[config.mk]
export PLATFORM = sky130hd
export DESIGN_NAME = apu_stereo_mixer_flat
export DESIGN_NICKNAME = d
export VERILOG_FILES = /design/src/rtl/apu_stereo_mixer_if.sv /design/src/rtl/apu_stereo_mixer.sv /design/src/flat_wrapper.sv
export SDC_FILE = /design/constraint.sdc
export NUM_CORES = 1
export LEC_CHECK = 0
export BUFFER_PORTS_ARGS = -buffer_cell sky130_fd_sc_hd__buf_2
export CAP_MARGIN = 15
export CORE_UTILIZATION = 60
export DETAILED_ROUTE_END_ITERATION = 6
export HOLD_SLACK_MARGIN = 0.08
export PLACE_DENSITY = 0.82
export SETUP_SLACK_MARGIN = 0.3
export SYNTH_ARGS = -nofsm -noshare
export SYNTH_HDL_FRONTEND = slang
export SYNTH_SLANG_ARGS = --single-unit
[constraint.sdc]
create_clock -name ac97_bitclk -period 3.87 [get_ports ac97_bitclk]
set_input_delay 0.5805 -clock ac97_bitclk [delete_from_list [all_inputs] [get_ports ac97_bitclk]]
set_output_delay 0.5805 -clock ac97_bitclk [all_outputs]
set_load 0.05 [all_outputs]
[src/rtl/apu_stereo_mixer_if.sv]
// Sample-request / mix-result bundle between the codec frame logic and the stereo mixer.
// The master drives requests and channel controls; the slave (mixer) returns PCM samples.
interface apu_stereo_mixer_if #(
  parameter int NUM_CH  = 4,
  parameter int LEVEL_W = 4,
  parameter int VOL_W   = 3,
  parameter int OUT_W   = 16
);
  logic                        sample_req;
  logic [NUM_CH*LEVEL_W-1:0]   ch_levels;
  logic [NUM_CH-1:0]           so1_ch_enable;
  logic [NUM_CH-1:0]           so2_ch_enable;
  logic [VOL_W-1:0]            so1_output_level;
  logic [VOL_W-1:0]            so2_output_level;
  logic                        master_sound_enable;
  logic [OUT_W-1:0]            left_sample;
  logic [OUT_W-1:0]            right_sample;
  logic                        sample_valid;
  logic                        busy;
  logic                        overrun;

  modport master (
    output sample_req, ch_levels, so1_ch_enable, so2_ch_enable,
           so1_output_level, so2_output_level, master_sound_enable,
    input  left_sample, right_sample, sample_valid, busy, overrun
  );

  modport slave (
    input  sample_req, ch_levels, so1_ch_enable, so2_ch_enable,
           so1_output_level, so2_output_level, master_sound_enable,
    output left_sample, right_sample, sample_valid, busy, overrun
  );
endinterface

[src/rtl/apu_stereo_mixer.sv]
// Time-multiplexed NUM_CH stereo mixer: snapshot on request, accumulate one channel
// per cycle, then scale by per-side volume into signed DC-centred PCM samples.
module apu_stereo_mixer #(
  parameter int NUM_CH  = 4,
  parameter int LEVEL_W = 4,
  parameter int VOL_W   = 3,
  parameter int OUT_W   = 16
) (
  input  logic               ac97_bitclk,
  input  logic               reset_n,
  apu_stereo_mixer_if.slave  bus
);
  localparam int ACC_W = LEVEL_W + 1 + $clog2(NUM_CH) + VOL_W;
  localparam int SHIFT = OUT_W - ACC_W;
  localparam int IDX_W = (NUM_CH > 1) ? $clog2(NUM_CH) : 1;
  localparam logic signed [ACC_W-1:0] LVL_OFS = ACC_W'((1 << LEVEL_W) - 1);

  typedef enum logic [1:0] {IDLE, ACCUM, SCALE} state_e;

  state_e                     state_q, state_d;
  logic [NUM_CH*LEVEL_W-1:0]  lvl_q, lvl_d;
  logic [NUM_CH-1:0]          so1_q, so1_d, so2_q, so2_d;
  logic [VOL_W-1:0]           vol1_q, vol1_d, vol2_q, vol2_d;
  logic                       en_q, en_d;
  logic [IDX_W-1:0]           idx_q, idx_d;
  logic signed [ACC_W-1:0]    acc_l_q, acc_l_d, acc_r_q, acc_r_d;
  logic signed [OUT_W-1:0]    left_q, left_d, right_q, right_d;
  logic                       valid_q, valid_d;
  logic                       overrun_q, overrun_d;

  logic [LEVEL_W-1:0]         cur_lvl;
  logic signed [ACC_W-1:0]    cur_s, gain_l, gain_r, prod_l, prod_r;

  // NOTE: every combinational output is defaulted first so no path through the case infers a latch.
  always_comb begin
    state_d   = state_q;
    lvl_d     = lvl_q;
    so1_d     = so1_q;
    so2_d     = so2_q;
    vol1_d    = vol1_q;
    vol2_d    = vol2_q;
    en_d      = en_q;
    idx_d     = idx_q;
    acc_l_d   = acc_l_q;
    acc_r_d   = acc_r_q;
    left_d    = left_q;
    right_d   = right_q;
    valid_d   = 1'b0;
    overrun_d = overrun_q | (bus.sample_req & (state_q != IDLE));

    // Map unsigned level onto odd values symmetric about zero so silence has no DC offset.
    cur_lvl = lvl_q[idx_q*LEVEL_W +: LEVEL_W];
    cur_s   = $signed(ACC_W'({cur_lvl, 1'b0})) - LVL_OFS;
    gain_l  = $signed(ACC_W'(vol1_q) + ACC_W'(1));
    gain_r  = $signed(ACC_W'(vol2_q) + ACC_W'(1));
    prod_l  = acc_l_q * gain_l;
    prod_r  = acc_r_q * gain_r;

    case (state_q)
      IDLE: begin
        if (bus.sample_req) begin
          lvl_d   = bus.ch_levels;
          so1_d   = bus.so1_ch_enable;
          so2_d   = bus.so2_ch_enable;
          vol1_d  = bus.so1_output_level;
          vol2_d  = bus.so2_output_level;
          en_d    = bus.master_sound_enable;
          acc_l_d = '0;
          acc_r_d = '0;
          idx_d   = '0;
          state_d = ACCUM;
        end
      end
      ACCUM: begin
        if (so1_q[idx_q]) acc_l_d = acc_l_q + cur_s;
        if (so2_q[idx_q]) acc_r_d = acc_r_q + cur_s;
        if (idx_q == IDX_W'(NUM_CH - 1)) begin
          state_d = SCALE;
        end else begin
          idx_d = idx_q + IDX_W'(1);
        end
      end
      SCALE: begin
        // Width sizing guarantees the product fits ACC_W; widen then justify to full scale.
        left_d  = en_q ? (OUT_W'(prod_l) <<< SHIFT) : '0;
        right_d = en_q ? (OUT_W'(prod_r) <<< SHIFT) : '0;
        valid_d = 1'b1;
        idx_d   = '0;
        state_d = IDLE;
      end
      default: state_d = IDLE;
    endcase
  end

  // NOTE: state registers use non-blocking assignments so all flops update from pre-edge values.
  always_ff @(posedge ac97_bitclk) begin
    if (!reset_n) begin
      state_q   <= IDLE;
      lvl_q     <= '0;
      so1_q     <= '0;
      so2_q     <= '0;
      vol1_q    <= '0;
      vol2_q    <= '0;
      en_q      <= 1'b0;
      idx_q     <= '0;
      acc_l_q   <= '0;
      acc_r_q   <= '0;
      left_q    <= '0;
      right_q   <= '0;
      valid_q   <= 1'b0;
      overrun_q <= 1'b0;
    end else begin
      state_q   <= state_d;
      lvl_q     <= lvl_d;
      so1_q     <= so1_d;
      so2_q     <= so2_d;
      vol1_q    <= vol1_d;
      vol2_q    <= vol2_d;
      en_q      <= en_d;
      idx_q     <= idx_d;
      acc_l_q   <= acc_l_d;
      acc_r_q   <= acc_r_d;
      left_q    <= left_d;
      right_q   <= right_d;
      valid_q   <= valid_d;
      overrun_q <= overrun_d;
    end
  end

  assign bus.left_sample  = left_q;
  assign bus.right_sample = right_q;
  assign bus.sample_valid = valid_q;
  assign bus.busy         = (state_q != IDLE);
  assign bus.overrun      = overrun_q;
endmodule
[src/flat_wrapper.sv]
// flat-port wrapper written by rule: the top's interface ports become plain ports
module apu_stereo_mixer_flat 
#(
  parameter int NUM_CH  = 4,
  parameter int LEVEL_W = 4,
  parameter int VOL_W   = 3,
  parameter int OUT_W   = 16
)
  (ac97_bitclk, reset_n, bus_sample_req, bus_ch_levels, bus_so1_ch_enable, bus_so2_ch_enable, bus_so1_output_level, bus_so2_output_level, bus_master_sound_enable, bus_left_sample, bus_right_sample, bus_sample_valid, bus_busy, bus_overrun);
  apu_stereo_mixer_if #(.NUM_CH(NUM_CH), .LEVEL_W(LEVEL_W), .VOL_W(VOL_W), .OUT_W(OUT_W)) bus_i ();
  input  logic ac97_bitclk;
  input  logic reset_n;
  input wire logic [$bits(bus_i.sample_req)-1:0] bus_sample_req;
  input wire logic [$bits(bus_i.ch_levels)-1:0] bus_ch_levels;
  input wire logic [$bits(bus_i.so1_ch_enable)-1:0] bus_so1_ch_enable;
  input wire logic [$bits(bus_i.so2_ch_enable)-1:0] bus_so2_ch_enable;
  input wire logic [$bits(bus_i.so1_output_level)-1:0] bus_so1_output_level;
  input wire logic [$bits(bus_i.so2_output_level)-1:0] bus_so2_output_level;
  input wire logic [$bits(bus_i.master_sound_enable)-1:0] bus_master_sound_enable;
  output wire logic [$bits(bus_i.left_sample)-1:0] bus_left_sample;
  output wire logic [$bits(bus_i.right_sample)-1:0] bus_right_sample;
  output wire logic [$bits(bus_i.sample_valid)-1:0] bus_sample_valid;
  output wire logic [$bits(bus_i.busy)-1:0] bus_busy;
  output wire logic [$bits(bus_i.overrun)-1:0] bus_overrun;
  assign bus_i.sample_req = bus_sample_req;
  assign bus_i.ch_levels = bus_ch_levels;
  assign bus_i.so1_ch_enable = bus_so1_ch_enable;
  assign bus_i.so2_ch_enable = bus_so2_ch_enable;
  assign bus_i.so1_output_level = bus_so1_output_level;
  assign bus_i.so2_output_level = bus_so2_output_level;
  assign bus_i.master_sound_enable = bus_master_sound_enable;
  assign bus_left_sample = bus_i.left_sample;
  assign bus_right_sample = bus_i.right_sample;
  assign bus_sample_valid = bus_i.sample_valid;
  assign bus_busy = bus_i.busy;
  assign bus_overrun = bus_i.overrun;
  apu_stereo_mixer #(.NUM_CH(NUM_CH), .LEVEL_W(LEVEL_W), .VOL_W(VOL_W), .OUT_W(OUT_W)) u_core (.ac97_bitclk(ac97_bitclk), .reset_n(reset_n), .bus(bus_i));
endmodule
Word-level counts from Yosys, hierarchy flattened

Cells that the tools add are included.

Add/sub/neg operators: 6
Multipliers: 2
Order comparisons: 1
Equality and inequality tests: 8
Shift-type cells: 1
Multiplexer cells: 18
Bitwise logic cells: 2
Reduce and logical (&&, ||, !) cells: 9

Operators by type and width:

| operator                                                                      | count |
|---|---|
| 10-bit one-hot mux with 2 select lines                                        | 2 |
| 16-bit two-way mux                                                            | 2 |
| 10-bit two-way mux                                                            | 3 |
| 10-bit adder                                                                  | 2 |
| 10-bit by 10-bit multiplier with 10-bit output                                | 2 |
| 16-bit by 5-bit variable part select with 4-bit output                        | 1 |
| 3-bit AND reduction                                                           | 3 |
| 3-bit by 1-bit adder with 4-bit output (second input constant)                | 2 |
| 2-bit two-way mux                                                             | 4 |
| 2-bit by 1-bit inequality test with 1-bit output (second input constant)      | 3 |
| 2-bit one-hot mux with 3 select lines                                         | 1 |
| 5-bit by 4-bit subtractor with 6-bit output (second input constant)           | 1 |
| 1-bit binary-select mux with 2-bit select                                     | 2 |
| 2-bit == test (second input constant)                                         | 2 |
| 2-bit inequality test (second input constant)                                 | 2 |
| 2-bit one-hot mux with 2 select lines                                         | 1 |
| 2-bit AND reduction                                                           | 2 |
| 2-bit nonzero test                                                            | 2 |
| 2-bit by 3-bit less-than comparator with 1-bit output (second input constant) | 1 |
| 1-bit two-way mux                                                             | 3 |
| 3-bit nonzero test                                                            | 1 |
| 2-bit by 1-bit adder with 2-bit output (second input constant)                | 1 |
| 2-bit by 1-bit == test with 1-bit output (second input constant)              | 1 |
| 2-bit zero test                                                               | 1 |
| 2 further kinds                                                               | 2 |

Flip-flop bits (word level): 89
Input port bits: 34
Logic and storage cells: 61

Depth between registers and ports, before layout

Gate-level depths: netlist (run 1).

Depth in word-level cells: 5
Mapped depth: 15
Mapped depth without buffers: 15

Least setup slack after synthesis (run 1)

Ideal clock, no wire load.

Path kind: register to register
Start point: register u_core.vol1_q[0]
End point: register u_core.left_q[14] (netlist: u_core.bus.left_sample[14])
Setup time: 116 ps
Arrival: 3448 ps
Path slack: 305 ps
Stages on the path, launching flop included: 16
Path buffers: 0
Clock period less this slack: 3565 ps
Cells stage by stage: dfxtp_1 ha_1 xor2_1 and2_1 ha_1 inv_1 fa_1 fa_1 inv_1 ha_1 a21o_1 a21oi_1 o21bai_1 a21oi_1 mux2i_1 a31o_2

Longest elaborated chain between the ends: 3

RTL lines:

| item                                           | line                    | text |
|---|---|---|
| from (decl)                                    | apu_stereo_mixer.sv:23  | `logic [VOL_W-1:0] vol1_q, vol1_d, vol2_q, vol2_d;` |
| from (signal assigned)                         | apu_stereo_mixer.sv:117 | `vol1_q <= vol1_d;` |
| 3-bit by 1-bit adder with 4-bit output         | apu_stereo_mixer.sv:54  | `gain_l = $signed(ACC_W'(vol1_q) + ACC_W'(1));` |
| 10-bit by 10-bit multiplier with 10-bit output | apu_stereo_mixer.sv:56  | `prod_l = acc_l_q * gain_l;` |
| 16-bit two-way mux                             | apu_stereo_mixer.sv:85  | `left_d = en_q ? (OUT_W'(prod_l) <<< SHIFT) : '0;` |
| to (signal assigned)                           | apu_stereo_mixer.sv:123 | `left_q <= left_d;` |
| to (decl)                                      | apu_stereo_mixer.sv:27  | `logic signed [OUT_W-1:0] left_q, left_d, right_q, right_d;` |

Every way passes these cells.
A chain may end at the register's enable or synchronous reset.

Worst setup path in the final report (run 1)

Start point: register u_core.vol2_q[1]
End point: register u_core.right_q[15] (netlist: u_core.bus.right_sample[15])

Longest elaborated chain between the ends: 3

RTL lines:

| item                                           | line                    | text |
|---|---|---|
| from (decl)                                    | apu_stereo_mixer.sv:23  |  |
| from (signal assigned)                         | apu_stereo_mixer.sv:118 | `vol2_q <= vol2_d;` |
| 3-bit by 1-bit adder with 4-bit output         | apu_stereo_mixer.sv:55  | `gain_r = $signed(ACC_W'(vol2_q) + ACC_W'(1));` |
| 10-bit by 10-bit multiplier with 10-bit output | apu_stereo_mixer.sv:57  | `prod_r = acc_r_q * gain_r;` |
| 16-bit two-way mux                             | apu_stereo_mixer.sv:86  | `right_d = en_q ? (OUT_W'(prod_r) <<< SHIFT) : '0;` |
| to (signal assigned)                           | apu_stereo_mixer.sv:124 | `right_q <= right_d;` |
| to (decl)                                      | apu_stereo_mixer.sv:27  |  |

Every way passes these cells.

==> impl.org, run 1 <==
** Detailed routing
- Highest routed layer :: met4
- The routed layout has 5,026 vias.
- Met3 Routed Length :: just under 600 um
- Routed length per placed instance :: approximately 16 um
- Met1 wire length :: between 6000 and 7000 um
- For this run, design rule violations remaining after detail routing come to 0.
- Violation count after the first detailed-route iteration :: a little under 300
- Before antenna repair, the detailed router went through 5 iterations.
- Drt total wl :: ~14,000 um
- Met2 routed wirelength :: 6688 um
- The count of nets left with antenna violations once routing finished came out at 0.
- Avg Vias per Cell :: 5.770

** GRT
- Via count of the first global-routing pass :: between 4,000 and 5,000
- The first global-routing pass estimated between 20,000 and 25,000 um of wire.
- Combined global-route utilization of all metal layers :: between 20% and 30%
- Global route overflow :: 0
- Entering global routing, the biggest net connects 51 pins.
- Antenna violations before repair :: 1

** Floorplan
- Die height :: ~100 um
- For this configuration, the core starts out at a cell density of just over 60%.
- Row generation in the floorplan step produced 35 rows.
- Die W :: ~100 um
- Top-level I/O count :: between 60 and 70
- DIE AREA :: 0.01004 mm2
- After floorplanning, the core was sized to cover 0.009284 mm2.

** Worst setup path
- For the worst setup path, the data required time is ~4.1 ns.
- In this run the worst setup path begins at u_core.vol2_q[1]$_SDFFE_PN0P_.
- The worst setup path is captured at a register.
- The worst setup path is launched from a register.
- The startpoint identified for the worst register-to-register timing path is u_core.vol2_q[1]$_SDFFE_PN0P_.
- By startpoint and endpoint, the worst setup path is classified as register to register.
- In this run the critical register-to-register path is captured at u_core.bus.right_sample[15]$_SDFFE_PN0P_.
- Following the worst setup path forward leads to its endpoint at u_core.bus.right_sample[15]$_SDFFE_PN0P_.
- Along the worst path, the maximum fanout reaches 7.
- Arrival time worst endpoint :: between 3 and 4 ns
- FF-to-FF setup slack :: 0.36 ns
- Cell count of the worst reg-to-reg path :: 13

** Synth
- The synthesized design contains 0 enable-type register cells.
- The synthesized netlist occupies a cell area of about 0.0058 mm2.
- Summing the areas of all xor and xnor instances in the mapped netlist gives about 4.5% of the synthesized area.
- For this run, asynchronously set or reset flops after synthesis account for 0%.
- Post-synth top area share :: roughly a quarter
- The number of different library cells used by synthesis comes to 50.
- Mux cell area share after synthesis :: under 10%
- Counting every instance in the synthesized netlist gives 692.
- Cell type with the largest total area after synthesis :: dfxtp_1
- Share of synthesized area occupied by flip-flops and latches :: 26.65%
- Among all flip-flop cells after synthesis, the most frequent one is dfxtp_1.
- Number of synthesized register bits :: 77
- By area, the combinational part of the netlist is dominated by simple AND/OR/NAND/NOR gates.
- Top cells by area, synth :: dfxtp_1, ha_1, fa_1
- Post-synthesis simple-gate area fraction :: between 20% and 30%
- The synthesized netlist devotes approximately 20% of its cell area to adder and majority cells.
- Yosys printed 0 warnings.
- A synthesized cell averages approximately 8.4 um2.
- Complex-gate fraction of the synthesized area :: roughly 15%

** Placed design
- During placement, the flow inserted port buffers numbering 56.
- Final RePlAce weighted congestion :: just over 0.8
- Dpl cells :: between 800 and 900
- Once detailed placement completed, the half-perimeter wirelength came to just over 9000 um.
- Cell area after placement :: 0.006036 mm2

** Layout
- Final core utilization :: between 70% and 80%
- Highest-count cells in the layout ignoring fill and taps :: nand2_1, dfxtp_1, a21oi_1
- Synthesis-to-finish area growth :: 15.06%
- In the final design database the tool counted 850 nets.
- Post-Layout Cell Count :: 871
- In the final layout, the share of cells above drive strength 1 is 18.60%.
- Number of antenna repair diodes :: 0
- Commonest non-fill, non-tap cell in the layout :: nand2_1
- Once layout is done, the placed cells without fillers occupy roughly 0.0067 mm2.

** Job
- The tool flagged a number of max-cap violations equal to 0.

** STA
- The final-report max-slew violation count was 0.
- Part of the cycle the worst path needs :: just over 90%
- On the final layout, the worst clock skew is around 0.014 ns.
- The number of hold violations in the final report was 0.
- Worst slew pin tran :: 0.8369 ns
- Number of endpoints failing setup at the final stage :: 0
- Setup repair after global routing missed its margin :: true
- Derived from the worst setup path, the maximum achievable clock frequency is about 290 MHz.
- Period minus WS final :: roughly 3.5 ns
- Max transition margin :: between 40% and 50%
- In the final timing run, aggregate negative setup slack is 0 ns.

** CTS
- Source-to-sink clock delay at the later pin of the worst-skew pair :: around 0.35 ns
- Number of buffers inserted for hold repair after clock tree synthesis :: 0
- The number of clock buffers added by TritonCTS is 9.
- Count of clock tree sinks :: between 70 and 80
- H-tree depth :: 3
- CTS Buffer Depth :: 2
- TritonCTS built the clock tree.
- Clock slew at reported path FFs :: ~0.09 ns
- Cell at the root of the clock tree :: clkbuf_8

** Status
- The flow ran to the end, and the final reports show no timing, DRC or antenna violations.

** Worst hold path
- Min-Delay Path Class :: input pin to register

** Power
- Power density over cell area :: ~270 mW/mm2
- Static leakage :: 0.002987 uW
- Largest vdd supply drop :: 0.0002398 V
[worst max-delay path, cell delays in order, from the launching register on]
cell     delay (ns)
dfxtp_4        0.36
ha_4           0.17
xor2_4         0.17
and2_1         0.19
ha_1           0.31
fa_1           0.53
inv_1          0.05
fa_1           0.52
inv_1          0.05
ha_2           0.34
o21ai_0        0.10
a21oi_1        0.18
a21oi_1        0.11
a211o_1        0.30
[Yosys cell counts (all sizes together) (12+ instances only)]
cell type,instances
dfxtp,77
buf,21
nand2,94
xnor2,21
and2,46
nor2,31
ha,53
fa,26
o21ai,21
a21oi,67
nand2b,12
nand3,21
inv,50
clkbuf,26
[flip-flops by register name (all words and copies together), names as in the netlist]
signal                   flops
u_core.acc_l_q              10
u_core.acc_r_q              10
u_core.bus.left_sample      10
u_core.bus.overrun           1
u_core.bus.right_sample     10
u_core.bus.sample_valid      1
u_core.en_q                  1
u_core.idx_q                 2
u_core.lvl_q                16
u_core.so1_q                 4
u_core.so2_q                 4
u_core.state_q               2
u_core.vol1_q                3
u_core.vol2_q                3
[per-stage QoR]
stage                     worst slack [ns]  power [uW]  hold WS (ns)
after global placement              0.2172        1107        0.4380
after detailed placement           0.01831        1120        0.4445
after global routing                0.2566        1854        0.4635
final                               0.3636        1779        0.4558
after floorplan                     0.3055        1068        0.4315
after CTS                           0.2336        1766        0.4444
[power by group]
group          leakage, uW  total [uW]  internal, uW  switching [uW]
sequential        0.000628         846           817            29.0
combinational      0.00225         282           108             175
clock             0.000107         650           337             313
[final cells by class]
class / instances / area [um2]
clock buffers: 12 / 155.1
clock inverters: 4 / 56.30
fillers: 681 / 2629
inverters: 50 / 187.7
multi-input cells: 529 / 4128
flip-flops and latches: 77 / 1554
well taps: 129 / 161.4
repair buffers: 70 / 412.9
[how the worst min path moves through the flow]
stage | depth (start not counted) | slack [ns] | end | from
after floorplan | 2 | 0.43 | u_core.lvl_q[10]$_SDFFE_PN0P_ | u_core.lvl_q[10]$_SDFFE_PN0P_
after global placement | 2 | 0.44 | u_core.so2_q[2]$_SDFFE_PN0P_ | u_core.so2_q[2]$_SDFFE_PN0P_
after detailed placement | 2 | 0.44 | u_core.lvl_q[13]$_SDFFE_PN0P_ | u_core.lvl_q[13]$_SDFFE_PN0P_
after CTS | 3 | 0.44 | u_core.so1_q[1]$_SDFFE_PN0P_ | bus_so1_ch_enable[1]
after global routing | 3 | 0.46 | u_core.vol1_q[0]$_SDFFE_PN0P_ | bus_so1_output_level[0]
final | 3 | 0.46 | u_core.so1_q[1]$_SDFFE_PN0P_ | bus_so1_ch_enable[1]
[logic make-up after synthesis]
group | after synthesis
xor gates and xnor gates | 30
other | 1
DFF | 77
buffers and inverters | 97
AOI/OAI and AO/OA | 141
adders and majority gates | 79
and+or+nand+nor | 256
muxes | 11
[metal layers]
layer	global-route usage [%]	up-vias
li1	-	2419
met5	0	-
met3	4.387	30
met2	47.00	168
met4	11.93	0
met1	34.54	2409
[what timing repair did]
| action | in CTS | in global routing |
|---|---|---|
| gates resized for setup | 17 | 47 |
| buffers inserted | 3 | 3 |
| setup endpoints to repair | 7 | 8 |
| pin swaps | 9 | 27 |
No activity file was read; power rests on OpenSTA's default activity.
==> run 2: changes to the inputs <==
CORE_ASPECT_RATIO = 1.2   (was not set)
REMOVE_ABC_BUFFERS = 1   (was not set)
==> impl.org, run 2 (synthesis gave the netlist of run 1 again) <==
** Detailed routing
- Routed length per placed instance :: between 15 and 20 um
- Residual antenna-violating net count after detailed routing :: 0
- Summing over every cut layer, the via total after detailed routing is 5,018.
- The first routing iteration left roughly 290 violations.
- The pre-antenna-repair detailed-routing pass consisted of 5 iterations.
- Dividing the detail-routed via count by the number of cells gives around 5.8.
- After detailed routing, the number of remaining DRC violations is 0.
- Drt total wl :: ~14,000 um

** CTS
- Buffers inserted to repair hold after CTS numbered 0.
- TritonCTS created 9 clock buffers.
- The H-tree generated during clock tree synthesis spans 3 levels.
- The later pin in the worst-skew pair is clocked with a latency of 0.37 ns.
- TritonCTS built the clock tree.
- Clock-pin slew was measured on the worst setup and hold paths at 0.09 ns.
- No sink is reached through more buffers than the 2 on the longest clock path.
- The tree is rooted in a clkbuf_8.
- Count of clock tree sinks :: between 70 and 80

** Floorplan
- DIE AREA :: between 0.01 and 0.015 mm2
- In this run the core area contains 38 standard-cell rows.
- From left edge to right edge, the die measures 91.63 um.
- The floorplan step set the die height to roughly 110 um.
- Once the floorplan was initialized, standard cells occupied about 63% of the core.
- 69 I/O pins were placed.
- The total area inside the core boundary comes to 0.009224 mm2.

** STA
- Setup repair after global routing could not meet its margin everywhere.
- Total count of hold-check failures in the final report :: 0
- Final setup TNS :: 0 ns
- Worst slew pin tran :: 0.8727 ns
- Number of endpoints failing setup at the final stage :: 0
- Maximum clock rate :: ~280 MHz
- Final number of max-transition violations :: 0
- The clock period could shrink to between 3 and 4 ns.
- Between clock sinks in the finished design, the worst skew comes to roughly 0.013 ns.
- The worst path uses approximately 93% of the clock period.
- Max transition margin :: between 40% and 50%

** Layout
- Synthesis-to-finish area growth :: 14.64%
- More flip-flops sit in one register than any other, and that register is u_core.lvl_q.
- Number of antenna repair diodes :: 0
- Final net count :: around 850
- Highest-count cells in the layout ignoring fill and taps :: nand2_1, dfxtp_1, a21oi_1
- Share of cells above drive strength 1 :: about a fifth
- Final core utilization :: a little under three quarters
- Commonest non-fill, non-tap cell in the layout :: nand2_1
- The register with the most flip-flops in the layout has 16 of them.

** GRT
- Global routing used 26.91% of the available tracks.
- Summed over all layers, the global routing overflow is 0.
- Entering global routing, the biggest net connects around 50 pins.
- Antenna violations before repair :: 0
- Wire length of the first global-routing pass :: around 22,000 um
- The number of global-route vias before repair is slightly below 5,000.

** Worst setup path
- STA puts the critical path data required time at between 4 and 5 ns.
- Along the worst path, the maximum fanout reaches 6.
- STA classifies the critical path endpoint as a register.
- STA classifies the critical path startpoint as a register.
- At the worst endpoint, the arrival time is 3.88 ns.
- Worst setup path category :: register to register

** Job
- Number of max-cap violations :: 0

** Power
- Power density over cell area :: roughly 260 mW/mm2
- Static leakage :: ~0.003 uW
- VDD sags by at most 0.0001931 V.

** Status
- Outcome :: finished, final reports clean

** Placed design
- Sum of net half-perimeters after detailed placement :: ~9100 um
- The congestion estimate from routability-driven global placement came to approximately 0.86.
- Input and output buffers added on the ports amount to 56.

** Worst hold path
- Min-Delay Path Class :: input pin to register
[run 2: per-layer routing]
metal	vias up	wire length [um]	track usage [%]
met4	0	527	14.06
met2	151	7043	48.66
met1	2388	5580	30.29
met3	47	506	4.979
met5	-	0	0
li1	2432	-	-
[run 2: area by class of cell]
cell class	instances	area, um2
well taps	120	150.1
multi-input cells	529	4125
clock inverters	7	66.31
repair buffers	72	427.9
fillers	682	2592
clock buffers	9	123.9
flip-flops and latches	77	1550
inverters	50	187.7
[run 2: through the flow]
| stage | hold WS (ns) | power [uW] | cell area, um2 | instances | setup WS [ns] |
|---|---|---|---|---|---|
| 4_1_cts | 0.4406 | 1722 | 6335 | 858 | 0.2692 |
| 6_report | 0.4410 | 1747 | 6631 | 864 | 0.2635 |
| 2_1_floorplan | 0.4315 | 1041 | 5542 | 656 | 0.1522 |
| 3_3_place_gp | 0.4378 | 1107 | 6032 | 840 | 0.2235 |
| 5_1_grt | 0.4341 | 1826 | 6631 | 864 | 0.1919 |
| 3_5_place_dp | 0.4460 | 1121 | 6032 | 840 | 0.1204 |
[run 2: path summary, 6_finish.rpt]
check	start	endpoint	slack, ns	cells past startpoint
worst max-delay path	u_core.vol2_q[0]$_SDFFE_PN0P_	u_core.bus.right_sample[15]$_SDFFE_PN0P_	0.26	14
worst min register to register	u_core.lvl_q[14]$_SDFFE_PN0P_	u_core.lvl_q[14]$_SDFFE_PN0P_	0.46	2
worst max register to register	u_core.vol2_q[0]$_SDFFE_PN0P_	u_core.bus.right_sample[15]$_SDFFE_PN0P_	0.26	14
worst min-delay path	bus_so2_output_level[2]	u_core.vol2_q[2]$_SDFFE_PN0P_	0.44	3
[run 2: report_power, final]
| group | leakage (uW) | internal (uW) | switching, uW |
|---|---|---|---|
| registers | 0.000628 | 818 | 29.7 |
| logic | 0.00227 | 109 | 173 |
| clock network | 0.0000987 | 294 | 323 |
| total | 0.00300 | 1220 | 526 |
[run 2: worst max-delay path: stages, from the launching register on]
cell     delay (ns)
dfxtp_4        0.37
ha_4           0.17
xor2_4         0.16
buf_6          0.13
and2_1         0.15
ha_1           0.30
fa_1           0.55
inv_1          0.06
fa_1           0.53
inv_1          0.05
ha_2           0.34
o21ai_1        0.10
a21oi_2        0.19
a21oi_1        0.11
a211o_1        0.30
[run 2: what timing repair did]
action	CTS	global route
pin swaps	9	29
endpoints found under the setup margin	6	8
gates resized for setup	16	49
hold endpoints to repair	0	0
setup buffers	2	5
==> run 3: changes to the inputs <==
clock period = 3.95 ns   (was 3.87 ns; I/O delays follow)
==> impl.org, run 3 (synthesis gave the netlist of run 1 again) <==
** CTS
- The cell sitting at the root of the clock tree is a clkbuf_8.
- Clock tree from TritonCTS :: built
- Source-to-sink clock delay at the later pin of the worst-skew pair :: around 0.36 ns
- In this run the deepest clock path goes through 2 buffers.
- Counting every sink on the clock net gives 77.
- Clock-pin slew was measured on the worst setup and hold paths at ~0.08 ns.
- CTS built an H-tree with a depth of 3.
- Counting the buffers created by CTS gives 9.

** STA
- Number of endpoints failing setup at the final stage :: 0
- The final-report max-slew violation count is 0.
- Setup repair after global routing could not meet its margin everywhere.
- Total count of hold-check failures in the final report :: 0
- Maximum clock rate :: 273.5 MHz
- Part of the cycle the worst path needs :: 92.58%
- Worst slew pin tran :: about 0.88 ns
- Max transition margin :: roughly two fifths
- In the final timing run, aggregate negative setup slack is 0 ns.
- Post-route clock skew :: 0.01029 ns
- Period minus WS final :: approximately 3.7 ns

** Layout
- After routing the design area is 0.006515 mm2.
- Synthesis-to-finish area growth :: 12.63%
- Leaving out fill and tap cells, the most frequent cell in the layout is nand2_1.
- Final net count :: around 850
- Number of flip-flops in the largest register :: 16
- More flip-flops sit in one register than any other, and that register is u_core.lvl_q.
- Leaving out fill and tap cells, the most frequent cells in the layout are nand2_1, dfxtp_1, a21oi_1.
- Share of cells above drive strength 1 :: 15.14%
- The number of antenna diodes in the final layout is 0.
- Final core utilization :: between 70% and 80%

** GRT
- The number of global-route vias before repair is just under 5,000.
- The initial antenna violation count is 0.
- Met2 Usage GRT :: about half
- For met1 alone, demand over resource in global routing was ~30%.
- The first global-routing pass estimated 21,090 um of wire.
- Across every metal layer, demand over resource in global routing totals a little over a quarter.
- Global route overflow :: 0
- Largest net degree at the start of global routing :: slightly above 50
- Met3 track demand over resource in global routing :: about 4.5%
- Most Crowded Layer GR :: met2

** Floorplan
- The core region is 0.009224 mm2.
- The die is 91.63 um wide.
- Effective utilization at floorplan :: a little over three fifths
- The die covers 0.01004 mm2.
- From bottom edge to top edge, the die measures roughly 110 um.
- Std-Cell Rows :: 38
- 69 I/O pins were placed.

** Worst setup path
- Data on the critical path arrives at its endpoint at 3.91 ns.
- In this run the critical register-to-register path is captured at u_core.bus.right_sample[15]$_SDFFE_PN0P_.
- Counting cells, the worst reg-to-reg path comes to 15.
- Critical Path, Cell by Cell :: ha_4 -> xor2_4 -> buf_4 -> and2_1 -> ha_1 -> fa_1 -> inv_1 -> fa_1 -> inv_1 -> ha_1 -> nor4_1 -> o21ai_0 -> nand2_1 -> nor3_1 -> a211o_1
- On the critical path the largest part of the delay comes from adder cells.
- The slowest stage of the critical path belongs to the cell fa_1.
- Along the worst path, the maximum fanout reaches 7.
- The worst setup path is of the register to register kind.
- STA puts the critical path data required time at 4.20 ns.
- FF-to-FF setup slack :: 0.29 ns
- Critical path capture point type :: register
- Crit-path max cell delay :: between 0.5 and 0.6 ns
- Reg-to-Reg Start :: u_core.vol2_q[1]$_SDFFE_PN0P_
- The critical path contains buffers and inverters numbering 3 combined.
- Nature of the critical path startpoint :: register

** Power
- For this design the ratio of total power to cell area is roughly 280 mW/mm2.
- Static leakage :: a little over 0.003 uW
- Largest vdd supply drop :: around 0.00021 V

** Detailed routing
- The pre-antenna-repair detailed-routing pass consisted of 4 iterations.
- Dividing the detail-routed wire length by the instance count gives around 15 um.
- In this run, the number of DRC markers left after iteration 0 of detailed routing was approximately 190.
- The detailed router placed a little under 5,000 vias in this run.
- Wires add up to 12,650 um.
- Number of remaining DRC errors :: 0
- After detailed routing, the number of vias per cell comes to about 5.7.
- Once detail routing completed, the nets flagged for antenna violations numbered 0.

** Worst hold path
- Endpoint, Worst Hold :: u_core.bus.left_sample[9]$_SDFFE_PN0P_
- The worst hold path begins at u_core.bus.left_sample[9]$_SDFFE_PN0P_.
- The path class of the tightest hold or removal check is register to register.
- Hold Path Stages :: 2

** Placed design
- I/O Buffers :: between 50 and 60
- Final RePlAce weighted congestion :: 0.8442
- Cell area after placement :: between 0.006 and 0.007 mm2
- Detailed placement finished with a half-perimeter wire length of between 8000 and 9000 um.

** Job
- Max-cap violations in this run came to 0.

** Status
- The flow ran to the end, and the final reports show no timing, DRC or antenna violations.
## run 3: how the worst max path moves through the flow
stage,cells past startpoint,to,from
final,15,u_core.bus.right_sample[15]$_SDFFE_PN0P_,u_core.vol2_q[1]$_SDFFE_PN0P_
after global routing,15,u_core.bus.right_sample[15]$_SDFFE_PN0P_,u_core.vol2_q[1]$_SDFFE_PN0P_
after CTS,14,u_core.bus.left_sample[15]$_SDFFE_PN0P_,u_core.vol1_q[1]$_SDFFE_PN0P_
after detailed placement,15,u_core.bus.left_sample[14]$_SDFFE_PN0P_,u_core.vol1_q[1]$_SDFFE_PN0P_
after global placement,15,u_core.bus.left_sample[14]$_SDFFE_PN0P_,u_core.vol1_q[0]$_SDFFE_PN0P_
after floorplan,15,u_core.bus.left_sample[14]$_SDFFE_PN0P_,u_core.vol1_q[0]$_SDFFE_PN0P_
## run 3: power by group
part	internal (uW)	leakage, uW	total [uW]	switching (uW)
sequential	801	0.000628	830	29.0
combinational	107	0.00227	274	167
clock	437	0.000121	737	300
total	1350	0.00302	1840	496
## run 3: worst reg2reg max path: stages (launching register included)
cell and delay [ns]:
dfxtp_4 0.37, ha_4 0.17, xor2_4 0.17, buf_4 0.15, and2_1 0.15, ha_1 0.31
fa_1 0.54, inv_1 0.06, fa_1 0.52, inv_1 0.04, ha_1 0.24, nor4_1 0.24
o21ai_0 0.19, nand2_1 0.10, nor3_1 0.04, a211o_1 0.27
## run 3: area by class of cell
cell class	count	area (um2)
clock buffers	12	145.1
clock inverters	4	95.09
fillers	683	2709
inverters	50	187.7
multi-input cells	529	3970
flip-flops and latches	77	1549
well taps	120	150.1
repair buffers	68	417.9
## run 3: what timing repair did
action,CTS,global route
hold buffers,0,0
pin swaps,2,10
resized for setup,12,21
buffers inserted,1,3
setup endpoints to repair,7,6
gates cloned,0,0
## run 3: metal layers
layer | vias to the layer above | routed length (um)
met5 | - | 0
met4 | 0 | 363
met3 | 39 | 507
met2 | 151 | 6503
met1 | 2308 | 5272
li1 | 2425 | -
## run 3: metrics by stage
step           hold slack [ns]  worst slack (ns)  std cells  power, uW
3_5_place_dp            0.4435           0.08013        838       1096
2_1_floorplan           0.4315            0.2322        656       1020
4_1_cts                 0.4489            0.3038        855       1826
6_report                0.4547            0.2932        860       1842
5_1_grt                 0.4486            0.2017        860       1916
3_3_place_gp            0.4371            0.2468        838       1083
